`src/rtl/ppa_pipe.sv`:
```
// ppa_pipe -- pipelined Kogge-Stone parallel-prefix adder/subtractor.
//
// Computes A+B+cin (in_sub=0) or A-B (in_sub=1) with a registered prefix
// tree. LVL_PER_ST prefix levels are evaluated between pipeline registers.
// Latency is 1+NST cycles, where NST = ceil(log2(WIDTH)/LVL_PER_ST).
// Throughput is one beat per cycle. A valid/ready handshake provides
// backpressure: the whole pipe freezes while the output is stalled.
//
// Optional feature (macro PPA_PIPE_SAT_EN):
//   When this macro is defined, a signed overflow makes the output stage
//   saturate to the signed min/max value, and forces the carry bit to 0.
//
// Ports:
//   clk, rst_n            clock, async active-low reset
//   in_valid/in_ready     input handshake
//   in_a, in_b            operands (WIDTH)
//   in_cin                carry-in (ignored when in_sub=1)
//   in_sub                1: A-B, 0: A+B+cin
//   in_tag                sideband tag (TAG_W)
//   out_valid/out_ready   output handshake
//   out_sum               {carry_out, sum} (WIDTH+1)
//   out_ovf               two's-complement overflow
//   out_tag               tag of this result

// One prefix level: bit i merges with bit i-DIST.
module ppa_lvl #(
  parameter int WIDTH = 16,
  parameter int DIST  = 1
) (
  input  logic [WIDTH-1:0] g_i,
  input  logic [WIDTH-1:0] p_i,
  output logic [WIDTH-1:0] g_o,
  output logic [WIDTH-1:0] p_o
);
  for (genvar i = 0; i < WIDTH; i++) begin : gen_bit
    if (i >= DIST) begin : gen_op
      assign g_o[i] = g_i[i] | (p_i[i] & g_i[i-DIST]);
      assign p_o[i] = p_i[i] & p_i[i-DIST];
    end else begin : gen_pass
      // The group already reaches bit -1 (c0), so g is final here.
      assign g_o[i] = g_i[i];
      assign p_o[i] = p_i[i];
    end
  end
endmodule

module ppa_pipe #(
  parameter int WIDTH      = 16,
  parameter int LVL_PER_ST = 2,
  parameter int TAG_W      = 4
) (
  input  logic             clk,
  input  logic             rst_n,
  input  logic             in_valid,
  output logic             in_ready,
  input  logic [WIDTH-1:0] in_a,
  input  logic [WIDTH-1:0] in_b,
  input  logic             in_cin,
  input  logic             in_sub,
  input  logic [TAG_W-1:0] in_tag,
  output logic             out_valid,
  input  logic             out_ready,
  output logic [WIDTH:0]   out_sum,
  output logic             out_ovf,
  output logic [TAG_W-1:0] out_tag
);
  localparam int LEVELS = $clog2(WIDTH);
  localparam int NST    = (LEVELS + LVL_PER_ST - 1) / LVL_PER_ST;

  // vld_pipe[0] is stage 0, vld_pipe[NST] is the output register.
  logic [NST:0] vld_pipe;
  logic         stall;

  // Stage s register holds the prefix state that enters stage s+1.
  logic [NST-1:0][WIDTH-1:0] g_q, p_q, x_q;
  logic [NST-1:0][TAG_W-1:0] tag_q;
  logic [NST-1:0]            c0_q, am_q;

  // Combinational outputs of the prefix levels of each stage.
  logic [NST-1:0][WIDTH-1:0] g_st, p_st;

  logic [WIDTH:0]   out_sum_q;
  logic             out_ovf_q;
  logic [TAG_W-1:0] out_tag_q;

  // Input-side operand conditioning.
  logic [WIDTH-1:0] b_d, p_d, g_d;
  logic             c0_d;

  assign b_d  = in_sub ? ~in_b : in_b;
  assign c0_d = in_sub | in_cin;
  assign p_d  = in_a ^ b_d;
  // Fold the carry-in in as a generate at bit -1, so bit 0 sees it.
  assign g_d  = (in_a & b_d) | {{(WIDTH-1){1'b0}}, p_d[0] & c0_d};

  assign stall     = vld_pipe[NST] & ~out_ready;
  assign in_ready  = ~stall;
  assign out_valid = vld_pipe[NST];
  assign out_sum   = out_sum_q;
  assign out_ovf   = out_ovf_q;
  assign out_tag   = out_tag_q;

  // The prefix tree. Levels beyond LEVELS (last stage only) pass through.
  for (genvar s = 0; s < NST; s++) begin : gen_st
    for (genvar j = 0; j < LVL_PER_ST; j++) begin : gen_lv
      logic [WIDTH-1:0] gi, pi, go, po;
      if (j == 0) begin : gen_src_reg
        assign gi = g_q[s];
        assign pi = p_q[s];
      end else begin : gen_src_lv
        assign gi = gen_lv[j-1].go;
        assign pi = gen_lv[j-1].po;
      end
      if (s*LVL_PER_ST + j < LEVELS) begin : gen_op
        ppa_lvl #(
          .WIDTH(WIDTH),
          .DIST (1 << (s*LVL_PER_ST + j))
        ) u_lvl (
          .g_i(gi),
          .p_i(pi),
          .g_o(go),
          .p_o(po)
        );
      end else begin : gen_pass
        assign go = gi;
        assign po = pi;
      end
    end
    assign g_st[s] = gen_lv[LVL_PER_ST-1].go;
    assign p_st[s] = gen_lv[LVL_PER_ST-1].po;
  end

  // Sum formation on the final stage's group generates (= bit carries).
  logic [WIDTH-1:0] gf, sraw;
  logic             cout, cmsb, ovf_d;
  logic [WIDTH:0]   sum_d;

  assign gf    = g_st[NST-1];
  assign sraw  = x_q[NST-1] ^ {gf[WIDTH-2:0], c0_q[NST-1]};
  assign cout  = gf[WIDTH-1];
  assign cmsb  = gf[WIDTH-2];
  assign ovf_d = cout ^ cmsb;

`ifdef PPA_PIPE_SAT_EN
  // An overflow can only occur when the operands have the same sign, so
  // the sign of A gives the direction in which to saturate.
  always_comb begin
    sum_d = {cout, sraw};
    if (ovf_d) begin
      sum_d = am_q[NST-1] ? {2'b01, {(WIDTH-1){1'b0}}}
                          : {2'b00, {(WIDTH-1){1'b1}}};
    end
  end
`else
  assign sum_d = {cout, sraw};
`endif

  // The final stage's group-propagate is not needed. The A sign bit is
  // used only when saturation is on.
  logic unused_sink;
  assign unused_sink = ^{p_st[NST-1], am_q[NST-1]};

  // All stages advance together, unless the output is stalled. Bubbles
  // advance with them and are never collapsed.
  always_ff @(posedge clk or negedge rst_n) begin
    if (!rst_n) begin
      vld_pipe  <= '0;
      g_q       <= '0;
      p_q       <= '0;
      x_q       <= '0;
      tag_q     <= '0;
      c0_q      <= '0;
      am_q      <= '0;
      out_sum_q <= '0;
      out_ovf_q <= 1'b0;
      out_tag_q <= '0;
    end else if (!stall) begin
      vld_pipe <= {vld_pipe[NST-1:0], in_valid};
      g_q[0]   <= g_d;
      p_q[0]   <= p_d;
      x_q[0]   <= p_d;
      tag_q[0] <= in_tag;
      c0_q[0]  <= c0_d;
      am_q[0]  <= in_a[WIDTH-1];
      for (int s = 1; s < NST; s++) begin
        g_q[s]   <= g_st[s-1];
        p_q[s]   <= p_st[s-1];
        x_q[s]   <= x_q[s-1];
        tag_q[s] <= tag_q[s-1];
        c0_q[s]  <= c0_q[s-1];
        am_q[s]  <= am_q[s-1];
      end
      out_sum_q <= sum_d;
      out_ovf_q <= ovf_d;
      out_tag_q <= tag_q[NST-1];
    end
  end
endmodule

```
`config.mk`:
```
export PLATFORM = sky130hd
export DESIGN_NAME = ppa_pipe
export DESIGN_NICKNAME = d
export VERILOG_FILES = /design/src/rtl/ppa_pipe.sv
export SDC_FILE = /design/constraint.sdc
export NUM_CORES = 1
export LEC_CHECK = 0
export CORE_MARGIN = 2
export CORE_UTILIZATION = 51
export DETAILED_ROUTE_END_ITERATION = 6
export HOLD_SLACK_MARGIN = 0.1
export PLACE_DENSITY = 0.76
export SLEW_MARGIN = 20
export SYNTH_ARGS = -nofsm -noshare
export SYNTH_HDL_FRONTEND = slang
export SYNTH_HIERARCHICAL = 1
export SYNTH_SLANG_ARGS = --single-unit
```
`constraint.sdc`:
```
create_clock -name clk -period 1.4 [get_ports clk]
set_input_delay 0.42 -clock clk [delete_from_list [all_inputs] [get_ports clk]]
set_output_delay 0.42 -clock clk [all_outputs]
set_load 0.01 [all_outputs]
```
==> run_results.csv <==
group,metric,value,unit
cts,clock_sinks,111,
cts,clock_insertion_delay_worst_skew,380,ps
sta,layout_min_cycle_time,1620,ps
power,clockPowerShare,19.6,%
run_status,run_status,"finished with violations",
detailed_routing,wl_per_cell,17.9,µm
detailed_routing,met2_wire_len,5350,µm
sta,grt_setup_unrepaired,"true",
cts,numCtsBuffers,9,
layout,nets,531,
detailed_routing,detail_route.iter0.violations,120,
worst_setup_path,critical_path.max_stage_delay,460,ps
cts,cts_root_buf,"sky130_fd_sc_hd__clkbuf_8",
global_route,grt_first_pass_wirelength,18200,µm
worst_setup_path,r2r-end,"gen_st[0].gen_lv[0].gi[2]$_DFFE_PN0N_",
sta,hold_viol_final,0,
worst_setup_path,reg2reg_slack,-200,ps
run_status,violations,"negative setup slack",
yosys,synth_area,5410,µm²
detailed_routing,route.final.wire_length,11000,µm
place,buffer_ports.inserted,65,
layout,insertedDiodeCount,0,
worst_setup_path,path_cells,"clkdlybuf4s50_1 -> nor2b_4 -> buf_4 -> bufbuf_16 -> mux2_2",
worst_setup_path,sort_of_element_at_the_start_of_the_critical_path,"input pin",
floorplanning,die_w,107,µm
worst_setup_path,worst_ep_required_time,1670,ps
detailed_routing,top_signal_layer_used,"met4",
place,pre_cts_slack,-608,ps
yosys,syn-num-nets,449,
floorplanning,initial_core_util,52.4,%
worst_setup_path,worst-endpoint-arrival,1890,ps
place,dp.cells,582,
place,hpwl,7140,µm
cts,cts_htree_levels,3,
sta,min_period_over_period,116,%
worst_setup_path,criticalPathCategory,"in2reg",
detailed_routing,postRouteAntennaNets,0,
power,power.density,1790,nW/µm²
cts,cts_buffer_depth,2,
global_route,grt_max_degree,42,
worst_setup_path,slowest_library_cell_on_the_worst_path,"sky130_fd_sc_hd__clkdlybuf4s50_1",
job,max-cap-violations,0,
power,p_int,0.00835,W
power,power,0.0120,W
global_route,grt-ovfl-total,0,
sta,number_of_setup_violations_in_the_final_report,110,
worst_setup_path,crit_fanout,19,
global_route,number_of_antenna_violations_at_the_first_check_in_global_routing,0,
layout,synthToLayoutAreaGrowth,23.7,%
floorplanning,die-area,11500,µm²
floorplanning,core_area,10300,µm²
cts,cts_clk_pin_slew_worst_paths,100,ps
power,switching_share,30.5,%
detailed_routing,drc,0,
yosys,ys.warnings.count,6,
power,power.ir.vdd_worst,0.000677,V
global_route,grt_pass1_vias,3493,
floorplanning,die-height,107,µm
detailed_routing,wl_met3,391,µm
sta,timing.max_slew.rel_slack,82.1,%
place,place_congestion,0.770,
worst_hold_path,worstHoldPathType,"in2async",
power,power.static_leakage,3.34,nW
detailed_routing,iteration_count_of_the_initial_detailed_routing_pass,4,
power,switchingPower,0.00366,W
global_route,grt_util_all_layers,20.8,%
yosys,netlist_instances,391,
floorplanning,placement_rows,37,
power,sequentialPowerShare,42.8,%
detailed_routing,avgViaCountPerCell,5.29,
detailed_routing,wirelength_met1,4990,µm
sta,worst_slew_pin_slew,268,ps
yosys,syn_area_per_cell,13.8,µm²
sta,fmax,0.616,GHz
power,combinationalPowerShare,37.5,%
sta,timing.clock.skew,18.3,ps
worst_setup_path,cp_endpoint_kind,"flop",
worst_setup_path,reg2reg_depth,5,
floorplanning,io_pins,66,
layout,layout-drive-gt1-share,40.6,%
sta,fin_ws,-223,ps
detailed_routing,vias,3250,
worst_setup_path,launch_instance_of_the_worst_register_to_register_path,"vld_pipe[2]$_DFFE_PN0N_",
cts,cts_tree,"built",
sta,final_max_slew_viol_count,0,
layout,layout.cells.non_filler,614,
[area by class of cell]
class	count	area [µm²]
Fill cell	771	3630
Sequential cell	111	2780
Multi-Input combinational cell	248	2410
Timing Repair Buffer	101	1070
Tap cell	136	170
Clock buffer	10	138
Clock inverter	6	116
Inverter	2	7.51
[how the worst max path moves through the flow]
| stage | start | cells past startpoint | slack, ps | to |
|---|---|---|---|---|
| after global routing | vld_pipe[2]$_DFFE_PN0N_ | 5 | -270 | gen_st[1].gen_lv[0].pi[13]$_DFFE_PN0N_ |
| final | out_ready | 5 | -220 | gen_st[0].gen_lv[0].gi[2]$_DFFE_PN0N_ |
| after floorplan | in_sub | 5 | -40 | x_q[5]$_DFFE_PN0N_ |
| after global placement | out_ready | 4 | -590 | in_ready |
| after detailed placement | out_ready | 4 | -610 | in_ready |
| after CTS | vld_pipe[2]$_DFFE_PN0N_ | 4 | -210 | in_ready |
[through the flow]
step / util, % / cell area [µm²] / setup TNS (ps) / hold WS (ps)
CTS: 64.6 / 6670 / -13970 / 407
detailed placement: 60.7 / 6260 / -51680 / 277
finish: 64.9 / 6700 / -14450 / 416
global placement: 60.7 / 6260 / -50530 / 275
global route: 64.9 / 6700 / -19820 / 436
floorplan: - / 5440 / -1010 / 124
[worst max-delay path, delay by kind of cell]
kind / cells / cell delay, ps
muxes: 1 / 350
buffers and inverters: 3 / 980
and+or+nand+nor: 1 / 140
[cell usage in the layout (no fill, tap or decap)]
master                              n
sky130_fd_sc_hd__o21ai_0            1
sky130_fd_sc_hd__and2_2             6
sky130_fd_sc_hd__and2_1            28
sky130_fd_sc_hd__bufinv_16          3
sky130_fd_sc_hd__buf_2             22
sky130_fd_sc_hd__nor3b_1            2
sky130_fd_sc_hd__clkbuf_8          10
sky130_fd_sc_hd__buf_12             8
sky130_fd_sc_hd__dlygate4sd3_1      1
sky130_fd_sc_hd__inv_6              1
sky130_fd_sc_hd__a31oi_2            1
sky130_fd_sc_hd__inv_1              1
sky130_fd_sc_hd__mux2_2            92
sky130_fd_sc_hd__a21o_1            49
sky130_fd_sc_hd__a21oi_1            1
sky130_fd_sc_hd__clkinv_4           2
sky130_fd_sc_hd__buf_4             20
sky130_fd_sc_hd__mux2_4            16
sky130_fd_sc_hd__nand2b_1           1
sky130_fd_sc_hd__ha_1              16
sky130_fd_sc_hd__dfrtp_1          111
sky130_fd_sc_hd__buf_6              4
sky130_fd_sc_hd__bufbuf_16          6
sky130_fd_sc_hd__nor2_1             1
sky130_fd_sc_hd__clkdlybuf4s15_2    1
sky130_fd_sc_hd__clkdlybuf4s50_1   39
sky130_fd_sc_hd__nor2b_4            1
sky130_fd_sc_hd__inv_2              1
sky130_fd_sc_hd__xor2_1            33
[registers in the layout, indices dropped and copies added (netlist names)]
register	cells
out_sum	17
out_ovf	1
tag_q	8
out_tag	4
vld_pipe	3
gen_st.gen_lv.gi	32
c0_q	2
x_q	32
gen_st.gen_lv.pi	12
[power groups by stage]
| stage | combinational, W | sequential [W] | clock [W] |
|---|---|---|---|
| 6_report | 0.00451 | 0.00514 | 0.00236 |
| 2_1_floorplan | 0.00297 | 0.00511 | 0 |
| 3_3_place_gp | 0.00425 | 0.00515 | 0 |
| 5_1_grt | 0.00487 | 0.00530 | 0.00254 |
| 3_5_place_dp | 0.00434 | 0.00521 | 0 |
| 4_1_cts | 0.00448 | 0.00513 | 0.00239 |
[per-layer routing]
| layer | GRT usage (%) | vias to the layer above |
|---|---|---|
| met5 | 0 | - |
| met1 | 28.5 | 1650 |
| met4 | 8.72 | 0 |
| met2 | 33.5 | 67 |
| li1 | - | 1511 |
| met3 | 2.74 | 22 |
[what timing repair did]
| item | CTS | global route |
|---|---|---|
| cloned | 6 | 0 |
| gates resized for setup | 100 | 4 |
| endpoints found under the setup margin | 123 | 114 |
| endpoints found under the hold margin | 25 | 0 |
| hold buffers | 1 | 0 |
| setup buffers | 7 | 3 |
No activity file was read; power rests on OpenSTA's default activity.
